<file path="config.mk">
export PLATFORM = sky130hd
export DESIGN_NAME = instr_loader
export DESIGN_NICKNAME = d
export VERILOG_FILES = /design/src/rtl/arm_pkg.sv /design/src/rtl/imm_compress.sv /design/src/rtl/instr_loader.sv
export SDC_FILE = /design/constraint.sdc
export NUM_CORES = 1
export LEC_CHECK = 0
export BUFFER_PORTS_ARGS = -buffer_cell sky130_fd_sc_hd__buf_2
export CAP_MARGIN = 20
export CORE_ASPECT_RATIO = 0.5
export CORE_MARGIN = 2
export CORE_UTILIZATION = 53
export CTS_CLUSTER_SIZE = 10
export DETAILED_ROUTE_END_ITERATION = 7
export GPL_TIMING_DRIVEN = 0
export HOLD_SLACK_MARGIN = 0.05
export PLACE_DENSITY = 0.8
export RECOVER_POWER = 50
export SLEW_MARGIN = 25
export SYNTH_ARGS = -nofsm -noshare
export SYNTH_HDL_FRONTEND = slang
export SYNTH_SLANG_ARGS = --single-unit
</file>
<file path="constraint.sdc">
create_clock -name clk -period 2.6 [get_ports clk]
set_input_delay 0.13 -clock clk [delete_from_list [all_inputs] [get_ports clk]]
set_output_delay 0.13 -clock clk [all_outputs]
set_load 0.02 [all_outputs]
</file>
<file path="src/rtl/arm_pkg.sv">
// Shared encodings for the instruction loader: immediate formats, loader states
// and bit positions of the instruction fields in the encoded word.
package arm_pkg;

  localparam logic [1:0] IMM_DP8   = 2'b00;
  localparam logic [1:0] IMM_MEM12 = 2'b01;
  localparam logic [1:0] IMM_BR24  = 2'b10;
  localparam logic [1:0] IMM_BAD   = 2'b11;

  typedef enum logic [1:0] {
    IDLE,
    ENC,
    WR,
    DONE
  } loader_state_t;

  localparam int COND_LSB     = 28;
  localparam int OP_LSB       = 26;
  localparam int FUNCT_LSB    = 20;
  localparam int BR_FUNCT_LSB = 24;
  localparam int RN_LSB       = 16;
  localparam int RD_LSB       = 12;

endpackage

</file>
<file path="src/rtl/imm_compress.sv">
// Inverse of the immediate extender: packs a 32-bit immediate into its
// instruction field and flags values the chosen format cannot represent.
module imm_compress
  import arm_pkg::*;
(
  input  logic [1:0]  ImmSrc,
  input  logic [31:0] Imm,
  output logic [23:0] field,
  output logic        legal
);

  always_comb begin
    field = '0;
    legal = 1'b0;
    case (ImmSrc)
      IMM_DP8: begin
        field = {16'b0, Imm[7:0]};
        legal = (Imm[31:8] == 24'b0);
      end
      IMM_MEM12: begin
        field = {12'b0, Imm[11:0]};
        legal = (Imm[31:12] == 20'b0);
      end
      IMM_BR24: begin
        // word offset must be aligned and its sign must fit in 26 bits
        field = Imm[25:2];
        legal = (Imm[1:0] == 2'b00) &&
                ((Imm[31:25] == 7'h00) || (Imm[31:25] == 7'h7F));
      end
      IMM_BAD: begin
        field = '0;
        legal = 1'b0;
      end
      default: begin
        field = '0;
        legal = 1'b0;
      end
    endcase
  end

endmodule

</file>
<file path="src/rtl/instr_loader.sv">
// Accepts instruction field sets, encodes them and writes the legal ones to
// consecutive instruction-memory words, flagging range/format errors.
//   state | meaning
//   IDLE  | ready for the next field set
//   ENC   | fields registered, encoding and range check in progress
//   WR    | write the encoded word if it is legal, advance the address
//   DONE  | program loaded or memory full; held until reset
module instr_loader
  import arm_pkg::*;
#(
  parameter int MEM_WORDS = 64
) (
  input  logic        clk,
  input  logic        reset,
  input  logic        in_valid,
  output logic        in_ready,
  input  logic        in_last,
  input  logic [3:0]  Cond,
  input  logic [1:0]  Op,
  input  logic [5:0]  Funct,
  input  logic [3:0]  Rn,
  input  logic [3:0]  Rd,
  input  logic [1:0]  ImmSrc,
  input  logic [31:0] Imm,
  output logic        imem_we,
  output logic [31:0] imem_addr,
  output logic [31:0] imem_wd,
  output logic        err,
  output logic [31:0] err_addr,
  output logic        done,
  output logic        full
);

  localparam logic [31:0] LAST_ADDR = 32'((MEM_WORDS - 1) * 4);

  loader_state_t state, state_nxt;

  logic [3:0]  cond_q, rn_q, rd_q;
  logic [1:0]  op_q, immsrc_q;
  logic [5:0]  funct_q;
  logic [31:0] imm_q;
  logic        last_q;
  logic [31:0] word_q, enc_word, addr;
  logic        legal_q;
  logic [23:0] imm_field;
  logic        imm_legal;
  logic        last_slot;

  imm_compress u_imm_compress (
    .ImmSrc (immsrc_q),
    .Imm    (imm_q),
    .field  (imm_field),
    .legal  (imm_legal)
  );

  always_comb begin
    enc_word = '0;
    enc_word[COND_LSB +: 4] = cond_q;
    enc_word[OP_LSB +: 2]   = op_q;
    if (immsrc_q == IMM_BR24) begin
      enc_word[BR_FUNCT_LSB +: 2] = funct_q[5:4];
      enc_word[23:0]              = imm_field;
    end else begin
      enc_word[FUNCT_LSB +: 6] = funct_q;
      enc_word[RN_LSB +: 4]    = rn_q;
      enc_word[RD_LSB +: 4]    = rd_q;
      enc_word[11:0]           = imm_field[11:0];
    end
  end

  assign last_slot = (addr == LAST_ADDR);

  always_ff @(posedge clk) begin
    if (!reset) state <= IDLE;
    else        state <= state_nxt;
  end

  // reset gates the handshake and the write strobe so an aborted word never lands
  always_comb begin
    state_nxt = state;
    in_ready  = 1'b0;
    imem_we   = 1'b0;
    done      = 1'b0;
    case (state)
      IDLE: begin
        in_ready = reset;
        if (in_valid) state_nxt = ENC;
      end
      ENC: state_nxt = WR;
      WR: begin
        imem_we = legal_q & reset;
        if (last_q)                      state_nxt = DONE;
        else if (legal_q && last_slot)   state_nxt = DONE;
        else                             state_nxt = IDLE;
      end
      DONE: done = 1'b1;
      default: state_nxt = IDLE;
    endcase
  end

  always_ff @(posedge clk) begin
    if (!reset) begin
      cond_q   <= '0;
      op_q     <= '0;
      funct_q  <= '0;
      rn_q     <= '0;
      rd_q     <= '0;
      immsrc_q <= '0;
      imm_q    <= '0;
      last_q   <= 1'b0;
      word_q   <= '0;
      legal_q  <= 1'b0;
      addr     <= '0;
      err      <= 1'b0;
      err_addr <= '0;
      full     <= 1'b0;
    end else begin
      if (state == IDLE && in_valid) begin
        cond_q   <= Cond;
        op_q     <= Op;
        funct_q  <= Funct;
        rn_q     <= Rn;
        rd_q     <= Rd;
        immsrc_q <= ImmSrc;
        imm_q    <= Imm;
        last_q   <= in_last;
      end
      if (state == ENC) begin
        word_q  <= enc_word;
        legal_q <= imm_legal;
      end
      if (state == WR) begin
        if (legal_q) begin
          addr <= addr + 32'd4;
          if (!last_q && last_slot) full <= 1'b1;
        end else begin
          err <= 1'b1;
          if (!err) err_addr <= addr;
        end
      end
    end
  end

  assign imem_addr = addr;
  assign imem_wd   = word_q;

endmodule

</file>
Word-level counts from Yosys, hierarchy flattened
Index checks and enable logic that the tools add are counted.
{"block": "word_totals", "ff_bits": 156, "in_bits": 58, "out_inout_bits": 101}
{"block": "op_classes", "addsub": 1, "eq_ne": 9, "muxes": 10, "bitwise_logic": 3, "n_reduce_logical": 18}
{"op": "$pmux W24 S4", "count": 1}
{"op": "$add A32 B3 Y32 const B", "count": 1}
{"op": "$eq A32 B8 Y1 const B", "count": 1}
{"op": "$logic_not A24 Y1", "count": 1}
{"op": "$mux W24", "count": 1}
{"op": "$logic_not A20 Y1", "count": 1}
{"op": "$eq A2 B2 Y1 const B", "count": 4}
{"op": "$eq A7 B7 Y1 const B", "count": 1}
{"op": "$logic_not A7 Y1", "count": 1}
{"op": "$logic_not A2 Y1", "count": 3}
{"op": "$mux W2", "count": 3}
{"op": "$pmux W2 S3", "count": 1}
{"op": "$reduce_and A2 Y1", "count": 3}
{"op": "$reduce_and A3 Y1", "count": 2}
{"op": "$eq A2 B1 Y1 const B", "count": 2}
{"op": "$logic_and A1 B1 Y1", "count": 4}
{"op": "$pmux W1 S4", "count": 1}
{"op": "$mux W1", "count": 3}
{"op": "$reduce_bool A3 Y1", "count": 1}
{"op": "$ne A2 B2 Y1 const B", "count": 1}
{"op": "$not A1 Y1", "count": 2}
{"op": "$and A1 B1 Y1", "count": 1}
{"op": "$logic_not A1 Y1", "count": 1}
{"op": "$logic_or A1 B1 Y1", "count": 1}

Logic depth before layout (Yosys ltp)
Gate-level depths: netlist of run 1.
{"block": "logic_depth", "depth_word": 5, "mapped_depth": 8, "mapped_depth_nobuf": 6}

Cells and area by module
A second synthesis of run 1 with hierarchy kept.
{"block": "unflattened", "cells_unflattened": 768, "area_unflattened_um2": 6272.3}
{"module": "instr_loader", "instances": 1, "cells_per_inst": 707, "area_each_um2": 5919.4, "seq_area_each_um2": 3042.9}
{"module": "imm_compress", "instances": 1, "cells_per_inst": 61, "area_each_um2": 352.8, "seq_area_each_um2": 0.0}

Worst setup path after synthesis of run 1
OpenSTA, ideal clock, no wires.
{"block": "synth_path", "path_type": "flip-flop to flip-flop", "start": "register addr[2] (netlist: imem_addr[2])", "end": "register addr[26] (netlist: imem_addr[26])", "setup_time_ns": 0.135, "t_arrival_ns": 1.921, "setup_slack_ns": 0.544, "stages_incl_launch_ff": 7, "n_path_buf": 1, "period_less_slack_ns": 2.056, "cell_sequence": "dfxtp_1 -> ha_1 -> nand4_2 -> or4_1 -> buf_2 -> o311ai_0 -> o41ai_1"}
{"block": "synth_via", "elab_chain_len": 1}
{"item": "from (decl)", "line": "instr_loader.sv:43", "rtl": "logic [31:0] word_q, enc_word, addr;"}
{"item": "from (signal assigned)", "line": "instr_loader.sv:134", "rtl": "addr <= addr + 32'd4;"}
{"item": "$add A32 B3 Y32", "line": "instr_loader.sv:134"}
No other way between the ends.
A chain may end at the register's enable or synchronous reset.

Final worst setup path of run 1
{"block": "layout_path", "start": "register state[0]", "end": "register addr[28] (netlist: imem_addr[28])"}
{"block": "layout_via", "elab_chain_len": 2}
{"item": "from (decl)", "line": "instr_loader.sv:36", "rtl": "loader_state_t state, state_nxt;"}
{"item": "from (signal assigned)", "line": "instr_loader.sv:75", "rtl": "else state <= state_nxt;"}
{"item": "$eq A2 B2 Y1", "line": "instr_loader.sv:132", "rtl": "if (state == WR) begin"}
{"item": "$reduce_and A2 Y1 (no line)"}
No other way between the ends.

==> reports/summary.txt, run 1 <==
Xor/xnor share of the synthesized area: 1.56%
Die height: 80.3 µm
Setup Viol. Count Final: 0
DR pass1 iterations: 6
Post-synth ARST share: 0%
Max incr delay on CP: 540 ps
Slowest CP cell: or4_1
R2R Path End: imem_addr[28]
Final Hold Vio Count: 0
Cells after Synth: 760
Compound-cell area share of the yosys netlist: 15.4%
Critical path class: reg2reg
# DRC: 0
Fin crit share: 89.6%
Max H-tree Level: 4
Worst Skew: 10.3 ps
Reg2Reg Depth: 8
Min-delay src: in_valid
Commonest non-fill, non-tap cells in the layout: 216 x nand2_1, 152 x dfxtp_1, 139 x clkbuf_1, 101 x a21oi_1, 60 x buf_2
FF-to-FF Start: state[0]
Vias: 6,324
Dpl hpwl: 11,900 µm
Total Neg Setup Slack: 0 ps
Synth warnings: 0
Seq/Total Area, Yosys: 49.4%
Initial antenna violation count: 0
Switching power: 1.45 mW
Nets@finish: 1,055
Cell-by-cell trace of the critical path: inv_1 > ha_1 > buf_2 > nand4_2 > or4_1 > buf_2 > nor4_1 > mux2i_1
Clock Path Buffers: 2
Flops & latches, synth: 152
Fin crit period: 2330 ps
Die ar.: 12,600 µm²
Post-CTS setup buffers: 0
Worst Setup End Kind: flip-flop
Max IR drop VDD: 0.000406 V
Worst Setup Start Kind: flip-flop
Share of layout cells above drive strength 1: 10.5%
FP Rows: 27
Post-Synth Adder-Cell Area: 1.22%
EDFF count, synth: 0
Filler cells: 929
Least-Margin Pin Slew: 676 ps
Cell area after synthesis: 6170 µm²
Port bufs: 154
RSZ-0062 raised after global routing: false
Clk sinks: 152
Drt first-iter violations: 576
Core Area: 11,100 µm²
Status: finished clean
Simple-gate share of the synthesized area: 25.6%
Die Width: 157 µm
Hold crit path type: in2reg
Vias/cell: 5.51
Internal power: 4.18 mW
Ports: 159
Routed wire length: 18,100 µm
Clk slew on worst S/H paths: 60 ps
GR Overflow Total: 0
Vias in the first global route: 5,853
# Max-Cap Violations: 0
Largest net degree at the start of global routing: 17
Largest family of logic cells by synthesized area: simple AND/OR/NAND/NOR gates
Clk_lat worst skew: 420 ps
Yosys cell types: 45
Final slew viol count: 0
Max Clock Freq: 0.429 GHz
Pwr dens: 692 nW/µm²
ANT cells: 0
Top FF cell, synth: dfxtp_1
Rel. slew slack: 55.0%
Reg power frac: 44.8%
Clock network fraction of design power: 44.3%
GPL Wtd Cong: 0.810
R2R setup slack: 270 ps
Area grow syn2layout: 32.1%
Combinational power share: 10.8%
Crit path DAT: 2680 ps
Most Frequent Cell on Critical Path: buf_2
Num CTS Buffers: 17
Starting Density: 55.3%
Most common cell after layout, fill and taps aside: nand2_1
Tot GR Track Use: 29.2%
Syn Area/Cell: 8.11 µm²
Mux contribution to synthesized area: 2.13%
CTS root buf: clkbuf_16
First-pass GRT wire length: 28,600 µm
DR WL/cell: 15.8 µm
Hold Path Depth: 4
Crit path max fanout: 10
CTS tree: done
Fin util: 73.1%
CP required: 2950 ps
WHS Endpoint: state[0]
Final ANT Viol Nets: 0
CTS resizes: 0
Switch share: 25.8%
Leakage power: 2.95 nW
==> flip-flops by register name, indices dropped and copies added (netlist names), 2 cells and up <==
signal	flops
funct_q	6
op_q	2
imem_wd	32
err_addr	30
imem_addr	30
imm_q	32
state	2
rn_q	4
cond_q	4
immsrc_q	2
rd_q	4
==> power groups by stage <==
stage | Combinational, mW | Sequential [mW] | Clock [mW]
4_1_cts | 0.606 | 2.52 | 2.51
3_3_place_gp | 0.528 | 2.57 | 0
3_5_place_dp | 0.539 | 2.57 | 0
6_report | 0.609 | 2.53 | 2.50
5_1_grt | 0.668 | 2.54 | 2.60
2_1_floorplan | 0.305 | 2.60 | 0
==> how the worst max path moves through the flow <==
stage | startpoint | to | slack, ps | cells after the start
floorplan | imem_addr[2] | imem_addr[26] | 540 | 6
global placement | state[0] | imem_addr[28] | 370 | 8
CTS | state[0] | imem_addr[28] | 290 | 8
detailed placement | state[0] | imem_addr[28] | 310 | 8
global route | state[0] | imem_addr[26] | 70 | 8
finish | state[0] | imem_addr[28] | 270 | 8
==> synthesized netlist by cell type, types with 2 or more instances <==
| master | instances | share of area, % |
|---|---|---|
| nand2_1 | 216 | 13 |
| dfxtp_1 | 152 | 49 |
| a21oi_1 | 101 | 8.2 |
| nor2_1 | 47 | 2.9 |
| clkbuf_1 | 39 | 2.4 |
| a311oi_1 | 18 | 2.6 |
| nor4_1 | 13 | 1.3 |
| mux2i_1 | 12 | 1.9 |
| nand3_1 | 12 | 0.97 |
| nand2b_1 | 11 | 1.1 |
| inv_1 | 10 | 0.61 |
| a211oi_1 | 7 | 0.85 |
| buf_1 | 7 | 0.43 |
| o21ai_0 | 7 | 0.57 |
| o31ai_1 | 7 | 0.85 |
| or4_1 | 7 | 0.85 |
| ha_1 | 6 | 1.2 |
| nand4_1 | 6 | 0.61 |
| or3_1 | 6 | 0.61 |
| xor2_1 | 6 | 0.85 |
| and4_1 | 5 | 0.71 |
| nand3b_1 | 5 | 0.61 |
| nor2b_1 | 5 | 0.51 |
| nor3_1 | 5 | 0.41 |
| o311ai_0 | 5 | 0.71 |
| o41ai_1 | 5 | 0.71 |
| xnor2_1 | 5 | 0.71 |
| a22oi_1 | 4 | 0.49 |
| and2_1 | 4 | 0.41 |
| buf_4 | 4 | 0.49 |
| and3_1 | 3 | 0.30 |
| buf_2 | 3 | 0.24 |
| a41oi_1 | 2 | 0.28 |
| buf_6 | 2 | 0.37 |
| clkbuf_2 | 2 | 0.16 |
| nand4_2 | 2 | 0.41 |
==> layout make-up <==
class	count	area (µm²)	area share (%)
timing repair buffer	209	1200	14.7
clock buffer	20	437	5.36
tap	145	181	2.23
clock inverter	11	149	1.83
inverter	11	41.3	0.507
sequential	152	3040	37.4
multi-input combinational	543	2840	34.9
buffer	57	250	3.07
==> cells by family after synthesis <==
| family | count (synthesis) |
|---|---|
| buf+inv | 68 |
| other cells | 1 |
| xor+xnor | 11 |
| simple gates | 352 |
| flops | 152 |
| compound gates | 157 |
| fa+ha+maj | 6 |
| mux | 13 |
==> layer usage <==
layer | part of all wire (%) | vias up | GRT usage [%]
met2 | 49 | 248 | 51.1
met4 | 2.1 | 0 | 10.0
met5 | 0 | - | 0
li1 | - | 3070 | -
met1 | 42 | 2973 | 35.5
met3 | 6.7 | 33 | 7.12
==> timing repair <==
action                     CTS  global route
hold endpoints to repair    55             0
hold buffers                55             0
setup endpoints to repair    0             0
==> worst max-delay path, delay by kind of cell (launching register included) <==
family	cells	cell delay (ps)
fa+ha+maj	1	150
buf+inv	3	490
flops	1	350
mux	1	230
simple gates	3	1040
==> per-stage QoR <==
stage	instance area, µm²	worst slack (ps)	cells	hold WS [ps]	total power [mW]
4_1_cts	8270	288	1148	250	5.64
3_3_place_gp	7130	374	1062	372	3.10
6_report	8140	270	1148	256	5.63
5_1_grt	8140	68.6	1148	299	5.81
2_1_floorplan	6180	544	763	266	2.91
3_5_place_dp	7130	311	1062	376	3.11
Note: power is estimated with default switching activity, not from simulation.
==> run 2: changes to the inputs <==
CORE_MARGIN = 5   (was 2)
SYNTH_HIERARCHICAL = 1   (was unset)
==> run 2 against run 1 <==
Effect of this change:
- worst hold slack lost 32 ps
- fmax fell by 3.5%
- routed wire length is 6.8% higher
- setup slack got worse by 84 ps
- largest cell class unchanged
- area after synthesis is 1.7% higher
- count of clock-buffer cells in the layout is 1 lower
- critical path depth is the same
- combinational power shrank 3%
- sequential power is 2% lower
- clock power grew 2%
==> reports/summary.txt, run 2 <==
Largest net degree at the start of global routing: 17
Num CTS Buffers: 17
Final slew viol count: 0
Cell area after synthesis: 6270 µm²
Largest area contributor in the netlist: dfxtp_1
# Max-Cap Violations: 0
Syn Area/Cell: 8.17 µm²
GPL Wtd Cong: 0.856
Die ar.: 14,200 µm²
Max IR drop VDD: 0.000493 V
Die height: 86.9 µm
Synth area leaders: dfxtp_1 49%, nand2_1 12%, a21oi_1 8.0%
EDFF count, synth: 0
CTS root buf: clkbuf_16
Register area: 3040 µm²
Setup Viol. Count Final: 0
Vias in the first global route: 6,236
Nets@finish: 1,064
Dpl hpwl: 12,700 µm
Top FF cell, synth: dfxtp_1
Max H-tree Level: 4
Share of layout cells above drive strength 1: 10.1%
Leakage power: 3.04 nW
DR WL/cell: 16.4 µm
Hold Path Depth: 4
Clk_lat worst skew: 410 ps
Clk sinks: 152
Cells after Synth: 768
WHS: 224 ps
Fin crit period: 2410 ps
Seq/Total Area, Yosys: 48.5%
Most common cell after layout, fill and taps aside: nand2_1
Post-synth ARST share: 0%
Ports: 159
Pwr dens: 678 nW/µm²
Filler cells: 922
Reg2Reg Depth: 8
Placed Cells: 1,090
Drt first-iter violations: 473
Final Hold Vio Count: 0
Flops & latches, synth: 152
R2R setup slack: 190 ps
Vias: 6,470
Starting Density: 53.6%
Crit path max fanout: 10
Initial antenna violation count: 0
Critical path class: reg2reg
Tot GR Track Use: 27.3%
Synth warnings: 6
Cell Count, Final, Fillers Out: 1,180
Vias/cell: 5.48
Routed wire length: 19,300 µm
Clock Path Buffers: 2
Crit path DAT: 2690 ps
Power Total: 5.63 mW
WHS Endpoint: state[0]
Clk slew on worst S/H paths: 60 ps
Most frequent cell after synthesis: nand2_1
Least-Margin Pin Slew: 794 ps
Status: finished clean
# DRC: 0
Share of Yosys cell area claimed by the top area cell type: 48.5%
Rel. slew slack: 47.1%
Worst Skew: 10.9 ps
GR Overflow Total: 0
First-pass GRT wire length: 30,800 µm
CTS tree: done
Max Clock Freq: 0.414 GHz
Die Width: 164 µm
DR pass1 iterations: 7
Total Neg Setup Slack: 0 ps
FF-to-FF Start: state[0]
Worst Setup Start Kind: flip-flop
Port bufs: 154
Yosys cell types: 41
Synth cell count leaders: 197 x nand2_1, 152 x dfxtp_1, 100 x a21oi_1
Core Area: 11,700 µm²
FP Rows: 28
Final ANT Viol Nets: 0
Fin crit share: 92.9%
Min-delay src: in_valid
Hold crit path type: in2reg
R2R Path End: imem_addr[30]
Commonest non-fill, non-tap cells in the layout: 197 x nand2_1, 152 x dfxtp_1, 134 x clkbuf_1, 100 x a21oi_1, 62 x buf_2
Area grow syn2layout: 32.5%
CP required: 2880 ps
RSZ-0062 raised after global routing: false
Post-CTS setup buffers: 0
Worst Setup End Kind: flip-flop
Multi-input logic area: 2920 µm²
## run 2: final cells by class
class	count	area share [%]
clock buffer	19	5.21
tap	165	2.48
timing repair buffer	210	14.6
antenna	2	0.0602
buffer	58	3.03
inverter	18	0.813
multi-input combinational	543	35.2
sequential	152	36.6
clock inverter	13	2.05
## run 2: per-layer routing
metal | part of all wire, % | global-route usage, % | wire (µm)
met5 | 0 | 0 | 0
met4 | 3.5 | 11.9 | 669
met3 | 6.9 | 5.15 | 1330
met2 | 48 | 47.3 | 9380
met1 | 41 | 33.7 | 7970
## run 2: worst max path at each step
| stage | startpoint | to | slack [ps] | cells past startpoint |
|---|---|---|---|---|
| 5_1_grt | state[0] | imem_addr[26] | 10 | 8 |
| 4_1_cts | state[0] | imem_addr[30] | 80 | 8 |
| 6_report | state[0] | imem_addr[30] | 190 | 8 |
| 2_1_floorplan | imem_addr[2] | imem_addr[26] | 500 | 6 |
| 3_5_place_dp | state[0] | imem_addr[30] | 130 | 8 |
| 3_3_place_gp | state[0] | imem_addr[28] | 310 | 8 |
## run 2: critical path: stages (launching register included)
cell      delay, ps
dfxtp_1         350
inv_1           100
ha_1            150
buf_2           180
nand4_1         190
or4_1           560
clkbuf_1        240
o311ai_1        370
o41ai_1         150
## run 2: cells by family after synthesis
kind of cell | share of synthesized area, %
muxes | 5.92
other | 0.0598
buffers and inverters | 5.09
DFF | 48.5
AOI/OAI and AO/OA | 14.1
adders and majority gates | 1.20
xor gates and xnor gates | 1.40
and+or+nand+nor | 23.7
## run 2: repair_timing
item	in CTS	in global routing
resized for setup	0	1
hold endpoints to repair	58	0
endpoints found under the setup margin	0	1
hold buffers	56	0
## run 2: stage by stage
stage | util [%] | area [µm²] | setup slack, ps
2_1_floorplan | - | 6280 | 498
3_3_place_gp | 62.1 | 7260 | 312
3_5_place_dp | 62.1 | 7260 | 133
4_1_cts | 72.0 | 8420 | 80.9
5_1_grt | 71.0 | 8300 | 10.3
6_report | 71.0 | 8310 | 186
## run 2: report_power, final
group          internal, mW  total (mW)  switching, mW  leakage (nW)
logic                 0.235       0.593          0.358          1.52
clock network          1.52        2.55           1.02         0.285
registers              2.42        2.49         0.0712          1.24
total                  4.18        5.63           1.45          3.04
